[src/rtl/gray_pkg.sv]
// Shared gray/binary helpers for pointer-crossing logic. Functions work at a fixed
// maximum width; narrower pointers are zero-extended on the way in and truncated on the way out.
package gray_pkg;

  localparam int MIN_SYNC_STAGES = 2;
  localparam int MAX_W           = 32;

  typedef logic [MAX_W-1:0] gw_t;

  // Zero-extended upper bits decode to zero, so the prefix XOR from the top stays exact.
  function automatic gw_t gray2bin(input gw_t g);
    gw_t b;
    b[MAX_W-1] = g[MAX_W-1];
    for (int i = MAX_W - 2; i >= 0; i--) begin
      b[i] = b[i+1] ^ g[i];
    end
    return b;
  endfunction

  function automatic gw_t bin2gray(input gw_t b);
    return b ^ (b >> 1);
  endfunction

endpackage

[src/rtl/gray_ptr_sync_if.sv]
// Pointer-crossing bundle: the source side drives gray_in, the synchronizer drives the rest.
// No backpressure: valid only says bin_out/step/err/delta are meaningful, there is no ready.
interface gray_ptr_sync_if #(
  parameter int width = 3
);

  logic [width-1:0] gray_in;
  logic [width-1:0] gray_sync;
  logic [width-1:0] bin_out;
  logic             valid;
  logic             step;
  logic             err;
  logic [width-1:0] delta;

  modport master (
    output gray_in,
    input  gray_sync, bin_out, valid, step, err, delta
  );

  modport slave (
    input  gray_in,
    output gray_sync, bin_out, valid, step, err, delta
  );

endinterface

[src/rtl/sync_chain.sv]
// Plain width x stages flop chain for clock-domain crossing; no logic between stages
// so synthesis keeps the flops back-to-back.
module sync_chain #(
  parameter int width  = 3,
  parameter int stages = 2
) (
  input  logic             clk,
  input  logic             rst,
  input  logic [width-1:0] d,
  output logic [width-1:0] q
);

  logic [width-1:0] s [stages];

  always_ff @(posedge clk) begin
    if (rst) begin
      for (int i = 0; i < stages; i++) begin
        s[i] <= '0;
      end
    end else begin
      s[0] <= d;
      for (int i = 1; i < stages; i++) begin
        s[i] <= s[i-1];
      end
    end
  end

  assign q = s[stages-1];

endmodule

[src/rtl/gray_ptr_sync.sv]
// Destination-side gray pointer receiver: synchronize, decode to binary, and classify each
// change as a legal single step or an illegal multi-bit jump.
module gray_ptr_sync
  import gray_pkg::*;
#(
  parameter int width       = 3,
  parameter int sync_stages = 2
) (
  input  logic                                clk,
  input  logic                                rst,
  gray_ptr_sync_if.slave                      bus,
  output logic [$clog2(sync_stages+2)-1:0]    dbg_prime_cnt
);

  localparam int cw = $clog2(sync_stages + 2);
  localparam logic [cw-1:0] prime_done = cw'(sync_stages + 1);

  generate
    if (sync_stages < MIN_SYNC_STAGES) begin : g_bad_stages
      $error("gray_ptr_sync: sync_stages must be at least 2");
    end
    if (width < 2 || width > MAX_W) begin : g_bad_width
      $error("gray_ptr_sync: width out of range");
    end
  endgenerate

  logic [width-1:0] gray_sync;
  logic [width-1:0] prev_gray;
  logic [width-1:0] bin_q;
  logic [width-1:0] delta_q;
  logic             valid_q;
  logic             step_q;
  logic             err_q;
  logic [cw-1:0]    cnt_q;

  logic [width-1:0] x;
  logic [width-1:0] new_bin;
  logic [width-1:0] old_bin;
  logic             changed;
  logic             multi;
  logic             single;

  sync_chain #(
    .width  (width),
    .stages (sync_stages)
  ) u_sync (
    .clk (clk),
    .rst (rst),
    .d   (bus.gray_in),
    .q   (gray_sync)
  );

  // x & (x-1) clears the lowest set bit; anything left means more than one bit flipped.
  always_comb begin
    x       = gray_sync ^ prev_gray;
    new_bin = width'(gray2bin(gw_t'(gray_sync)));
    old_bin = width'(gray2bin(gw_t'(prev_gray)));
    changed = |x;
    multi   = |(x & (x - 1'b1));
    single  = changed & ~multi;
  end

  always_ff @(posedge clk) begin
    if (rst) begin
      prev_gray <= '0;
      bin_q     <= '0;
      delta_q   <= '0;
      valid_q   <= 1'b0;
      step_q    <= 1'b0;
      err_q     <= 1'b0;
      cnt_q     <= '0;
    end else begin
      prev_gray <= gray_sync;
      bin_q     <= new_bin;
      if (cnt_q != prime_done) begin
        cnt_q <= cnt_q + 1'b1;
      end
      if (cnt_q == prime_done - 1'b1) begin
        valid_q <= 1'b1;
      end
      // Flags stay quiet until the chain has flushed its post-reset fill.
      step_q  <= valid_q & single;
      err_q   <= valid_q & multi;
      delta_q <= (valid_q && changed) ? (new_bin - old_bin) : '0;
    end
  end

  assign bus.gray_sync  = gray_sync;
  assign bus.bin_out    = bin_q;
  assign bus.valid      = valid_q;
  assign bus.step       = step_q;
  assign bus.err        = err_q;
  assign bus.delta      = delta_q;
  assign dbg_prime_cnt  = cnt_q;

endmodule

[src/flat_wrapper.sv]
// flat-port wrapper written by rule: the top's interface ports become plain ports
module gray_ptr_sync_flat import gray_pkg::*;
#(
  parameter int width       = 3,
  parameter int sync_stages = 2
)
  (clk, rst, dbg_prime_cnt, bus_gray_in, bus_gray_sync, bus_bin_out, bus_valid, bus_step, bus_err, bus_delta);
  gray_ptr_sync_if #(.width(width)) bus_i ();
  input  logic clk;
  input  logic rst;
  output logic [$clog2(sync_stages+2)-1:0] dbg_prime_cnt;
  input wire logic [$bits(bus_i.gray_in)-1:0] bus_gray_in;
  output wire logic [$bits(bus_i.gray_sync)-1:0] bus_gray_sync;
  output wire logic [$bits(bus_i.bin_out)-1:0] bus_bin_out;
  output wire logic [$bits(bus_i.valid)-1:0] bus_valid;
  output wire logic [$bits(bus_i.step)-1:0] bus_step;
  output wire logic [$bits(bus_i.err)-1:0] bus_err;
  output wire logic [$bits(bus_i.delta)-1:0] bus_delta;
  assign bus_i.gray_in = bus_gray_in;
  assign bus_gray_sync = bus_i.gray_sync;
  assign bus_bin_out = bus_i.bin_out;
  assign bus_valid = bus_i.valid;
  assign bus_step = bus_i.step;
  assign bus_err = bus_i.err;
  assign bus_delta = bus_i.delta;
  gray_ptr_sync #(.width(width), .sync_stages(sync_stages)) u_core (.clk(clk), .rst(rst), .bus(bus_i), .dbg_prime_cnt(dbg_prime_cnt));
endmodule
[config.mk]
export PLATFORM = sky130hd
export DESIGN_NAME = gray_ptr_sync_flat
export DESIGN_NICKNAME = d
export VERILOG_FILES = /design/src/rtl/gray_pkg.sv /design/src/rtl/gray_ptr_sync_if.sv /design/src/rtl/sync_chain.sv /design/src/rtl/gray_ptr_sync.sv /design/src/flat_wrapper.sv
export SDC_FILE = /design/constraint.sdc
export NUM_CORES = 1
export LEC_CHECK = 0
export CORE_AREA = 2 2 39 41
export CTS_CLUSTER_DIAMETER = 60
export DETAILED_ROUTE_END_ITERATION = 10
export DIE_AREA = 0 0 41 43
export DONT_BUFFER_PORTS = 1
export PLACE_DENSITY = 0.77
export SYNTH_ARGS = -nofsm -noshare
export SYNTH_HDL_FRONTEND = slang
export SYNTH_SLANG_ARGS = --single-unit
[constraint.sdc]
create_clock -name clk -period 2.1 [get_ports clk]
set_input_delay 0.21 -clock clk [delete_from_list [all_inputs] [get_ports clk]]
set_output_delay 0.21 -clock clk [all_outputs]
set_load 0.01 [all_outputs]
======== Yosys cells after proc, flatten, opt, wreduce, memory -nomap -nowiden ========
Memories as Yosys holds them, arrays and structs flattened.
Index checks and enable logic that the tools add are counted.
word-level totals
  output and inout bits ................... 14
  bits in registers ....................... 14
  memory bits (writable) .................. 6
  logic and storage cells ................. 35
  input port bits ......................... 5
  memories ................................ 1
operators by class
  reduce and logical (&&, ||, !) cells .... 4
  eq/ne operators ......................... 2
  muxes and demuxes ....................... 5
  $add $sub $neg .......................... 3
  bitwise gates (word level) .............. 13
memory list
  memory           words  bits a word  rd ports  clocked after Yosys merged registers in  wr ports  line              source
  u_core.u_sync.s  2      3            2         0                                        2         sync_chain.sv:13  logic [width-1:0] s [stages];
operators by type and width
  operator                                                             count
  3-bit 2-to-1 mux                                                     2
  3-bit OR reduction                                                   2
  1-bit bitwise XOR                                                    4
  1-bit bitwise AND                                                    3
  3-bit bitwise AND                                                    1
  1-bit 2-to-1 mux                                                     3
  3-bit by 1-bit subtractor with 3-bit output (second input constant)  1
  3-bit subtractor                                                     1
  3-bit bitwise XOR                                                    1
  2-bit by 1-bit adder with 2-bit output (second input constant)       1
  2-bit equality test (second input constant)                          1
  2-bit inequality test (second input constant)                        1
  1-bit NOT                                                            2
  1-bit bitwise OR                                                     2
  2-bit OR reduction                                                   1
  1-bit logical AND                                                    1

======== Longest topological paths before layout ========
  depth after elaboration ................. 7
  mapped depth ............................ 6
  mapped depth without buffers ............ 6

======== Modules after synthesis ========
Synthesis repeated with hierarchy kept, for this count alone.
second synthesis, totals
  cell total of the unflattened synthesis .. 64
  area total of the unflattened synthesis .. 708.2 um^2
by module, submodules not included
  module         area each (um^2)  times used  cells an instance  seq. area each (um^2)
  gray_ptr_sync  528.0             1           49                 260.2
  sync_chain     180.2             1           15                 120.1

======== Worst setup path before layout ========
OpenSTA, ideal clock, no wires.
  path kind ............................... flip-flop to flip-flop
  start point ............................. memory u_core.u_sync.s[1][2] (netlist: u_core.u_sync.s[0][5])
  end point ............................... register u_core.delta_q[2] (netlist: u_core.bus.delta[2])
  required time ........................... 1.971 ns
  cell stages (with the launch flop) ...... 7
  setup time .............................. 0.129 ns
  period minus slack after synthesis ...... 1.705 ns
  path slack .............................. 0.395 ns
  buffers on the path ..................... 0
  data arrival time ....................... 1.577 ns
  cell sequence ........................... dfxtp_1 -> xnor2_1 -> xor2_1 -> ha_1 -> fa_1 -> xnor2_1 -> nor2_1
RTL lines
  element               line                 source
  start, declared       sync_chain.sv:13
  end signal, assigned  gray_ptr_sync.sv:84  delta_q <= (valid_q && changed) ? (new_bin - old_bin) : '0;
  end, declared         gray_ptr_sync.sv:30  logic [width-1:0] delta_q;

==> metrics.txt <==
I/O pin cnt=19; Final WS setup=0.226 ns; first-pass iteration count of the detailed router=2; min Tclk post-route=1.87 ns; GPL Wtd Cong=roughly 0.67; Max Clock Skew=around 0.0041 ns; final-stage net count=73; Die X=roughly 41 microns; Most Used Layer, Global Route=met2; clock-pin slew of the registers on the worst-case setup and hold paths=~0.090 ns; Starting Density=51.3%; Area growth syn-to-layout=3.17%; die area=1760 sq um; DRC=0; GR Layer Usage met2=approximately 22%; initial antenna violation count=0; f_max=0.534 GHz; Syn Std Cell Area=709 sq um; Slew @ Worst Pin=between 0.4 and 0.5 ns; # H-tree levels=1; register bit total from synthesis=19; Hold Crit Class=input pin to flop; clock sink total=19; number of global-route vias before repair=around 350; crit start category=flop; CTS buffer count=3; static leakage power=between 0.3 and 0.4 nW; commonest non-fill, non-tap cells in the layout=dfxtp_1 (19), nor2_1 (11), nor2b_1 (9), xor2_1 (5); register area share after synthesis=a little over half; Synth cell types=15; routed vias/inst=4.86; Post-Syn Area per Cell=roughly 11 sq um; routed vias=approximately 380; fin cells=between 70 and 80; status=completed; clock latency on the worst-skew pair=0.29 ns; max cap viols=0; Worst slew margin=between 60% and 70%; crit end category=flop; commonest non-fill, non-tap cell in the layout=dfxtp_1; CP max FO=4; largest net degree at the start of global routing=15; pre-CTS WS=between 0.2 and 0.25 ns; share of layout cells above drive strength 1=11.1%; peak supply drop=between 0.5 and 0.6 mV; Die H=between 40 and 50 microns; # fillers=around 130; cells after synthesis=63; Fin. Hold Viols=0; remaining global-route overflow=0; WL final=~910 microns; fin. max-slew vios=0; met1 usage=a little over an eighth; # setup viols final=0; classification of the worst setup path=flop to flop; PostCTS Resize Cnt=0; Synthesis Warnings=0; met3 Resource Use GR=a little under a tenth; diode count=0; dpl cells=74; row count=14; clk root buf=clkbuf_4; post-synth net total=72; Setup TNS=0 ns; CP required=around 2.3 ns; port buffer count=0; average wire per standard cell=roughly 11 microns; core area=1380 sq um; Routed Antenna Nets=0; pwr/cell area=around 900 nW/um^2; RSZ-0062 raised after global routing=no; Pwr Total=between 0.0006 and 0.0007 W; WP data arrival=between 2 and 2.5 ns; Util after Layout=~53%; HPWL Detailed=between 600 and 700 microns; Total GRT Usage=roughly 14%; deepest clock path buffer count=2; crit share post-route=about 89%; first-pass GRT wire length=roughly 1.6 mm; Detailed Route Iter0 Violations=2; CTS tree=built
per-layer routing:
metal  part of all wire (%)  wire length, microns  up-vias
met4                    2.5                    23        0
met1                     36                   330      172
met3                    7.4                    67        5
met5                      0                     0        -
li1                       -                     -      193
met2                     53                   483       14
where the power goes:
group | internal [W] | switching [W] | total (W)
logic | 0.0000332 | 0.0000372 | 0.0000704
clock network | 0.0000740 | 0.000101 | 0.000175
registers | 0.000384 | 0.0000307 | 0.000415
total | 0.000491 | 0.000169 | 0.000660
cells in the mapped netlist:
library cell / count / area (sq um)
inv_1: 2 / 7.51
clkbuf_1: 1 / 3.75
a21oi_1: 1 / 5.00
ha_1: 3 / 37.5
fa_1: 1 / 20.0
and3_1: 1 / 6.26
buf_4: 4 / 30.0
xor2_1: 5 / 43.8
xnor2_1: 2 / 17.5
maj3_2: 1 / 11.3
o311ai_2: 1 / 16.3
xor2_2: 2 / 32.5
nor2_1: 11 / 41.3
dfxtp_1: 19 / 380
nor2b_1: 9 / 56.3
registers in the layout (all words and copies together) (netlist names):
register              flops
u_core.bus.bin_out        3
u_core.bus.delta          3
u_core.bus.err            1
u_core.bus.step           1
u_core.bus.valid          1
u_core.dbg_prime_cnt      2
u_core.prev_gray          2
u_core.u_sync.s           6
cell type report:
class | instances | area, sq um | share of cell area [%]
Tap cell | 16 | 20.0 | 2.74
Clock buffer | 4 | 26.3 | 3.59
Multi-Input combinational cell | 37 | 288 | 39.3
Inverter | 2 | 7.51 | 1.03
Sequential cell | 19 | 380 | 52.0
Timing Repair Buffer | 1 | 10.0 | 1.37
worst paths after layout:
| path | startpoint | end | slack [ns] | cells past startpoint |
|---|---|---|---|---|
| hold / removal | bus_gray_in[1] | u_core.u_sync.s[0][1] | 0.04 | 1 |
| hold reg to reg | u_core.u_sync.s[0][0] | u_core.u_sync.s[0][3] | 0.44 | 1 |
| setup / recovery | u_core.u_sync.s[0][5] | u_core.bus.delta[2] | 0.23 | 6 |
| setup reg to reg | u_core.u_sync.s[0][5] | u_core.bus.delta[2] | 0.23 | 6 |
stage by stage:
stage          hold slack, ns  area (sq um)
3_5_place_dp            0.285           696
5_1_grt                0.0202           732
6_report               0.0418           732
4_1_cts                0.0325           732
3_3_place_gp            0.283           696
2_1_floorplan           0.282           709
cell families (layout without fill, tap and decap cells):
kind of cell | count (synthesis) | in the layout | synth area share (%)
XOR/XNOR | 9 | 9 | 13.2
buffers and inverters | 7 | 7 | 5.82
adder cells (fa/ha/maj) | 5 | 5 | 9.70
flip-flops | 19 | 19 | 53.6
AND/OR/NAND/NOR | 21 | 21 | 14.6
AO/OA/AOI/OAI | 2 | 2 | 3.00
critical path: stages (launching register included):
cell     delay, ns
dfxtp_1       0.39
xnor2_1       0.39
xor2_1        0.15
ha_1          0.24
fa_1          0.38
xnor2_1       0.16
nor2_1        0.05
timing repair:
item / in CTS / in global routing
setup buffers: 0 / 0
hold buffers: 1 / 0
endpoints found under the hold margin: 14 / 0
Power figures use the tool's default switching activity.
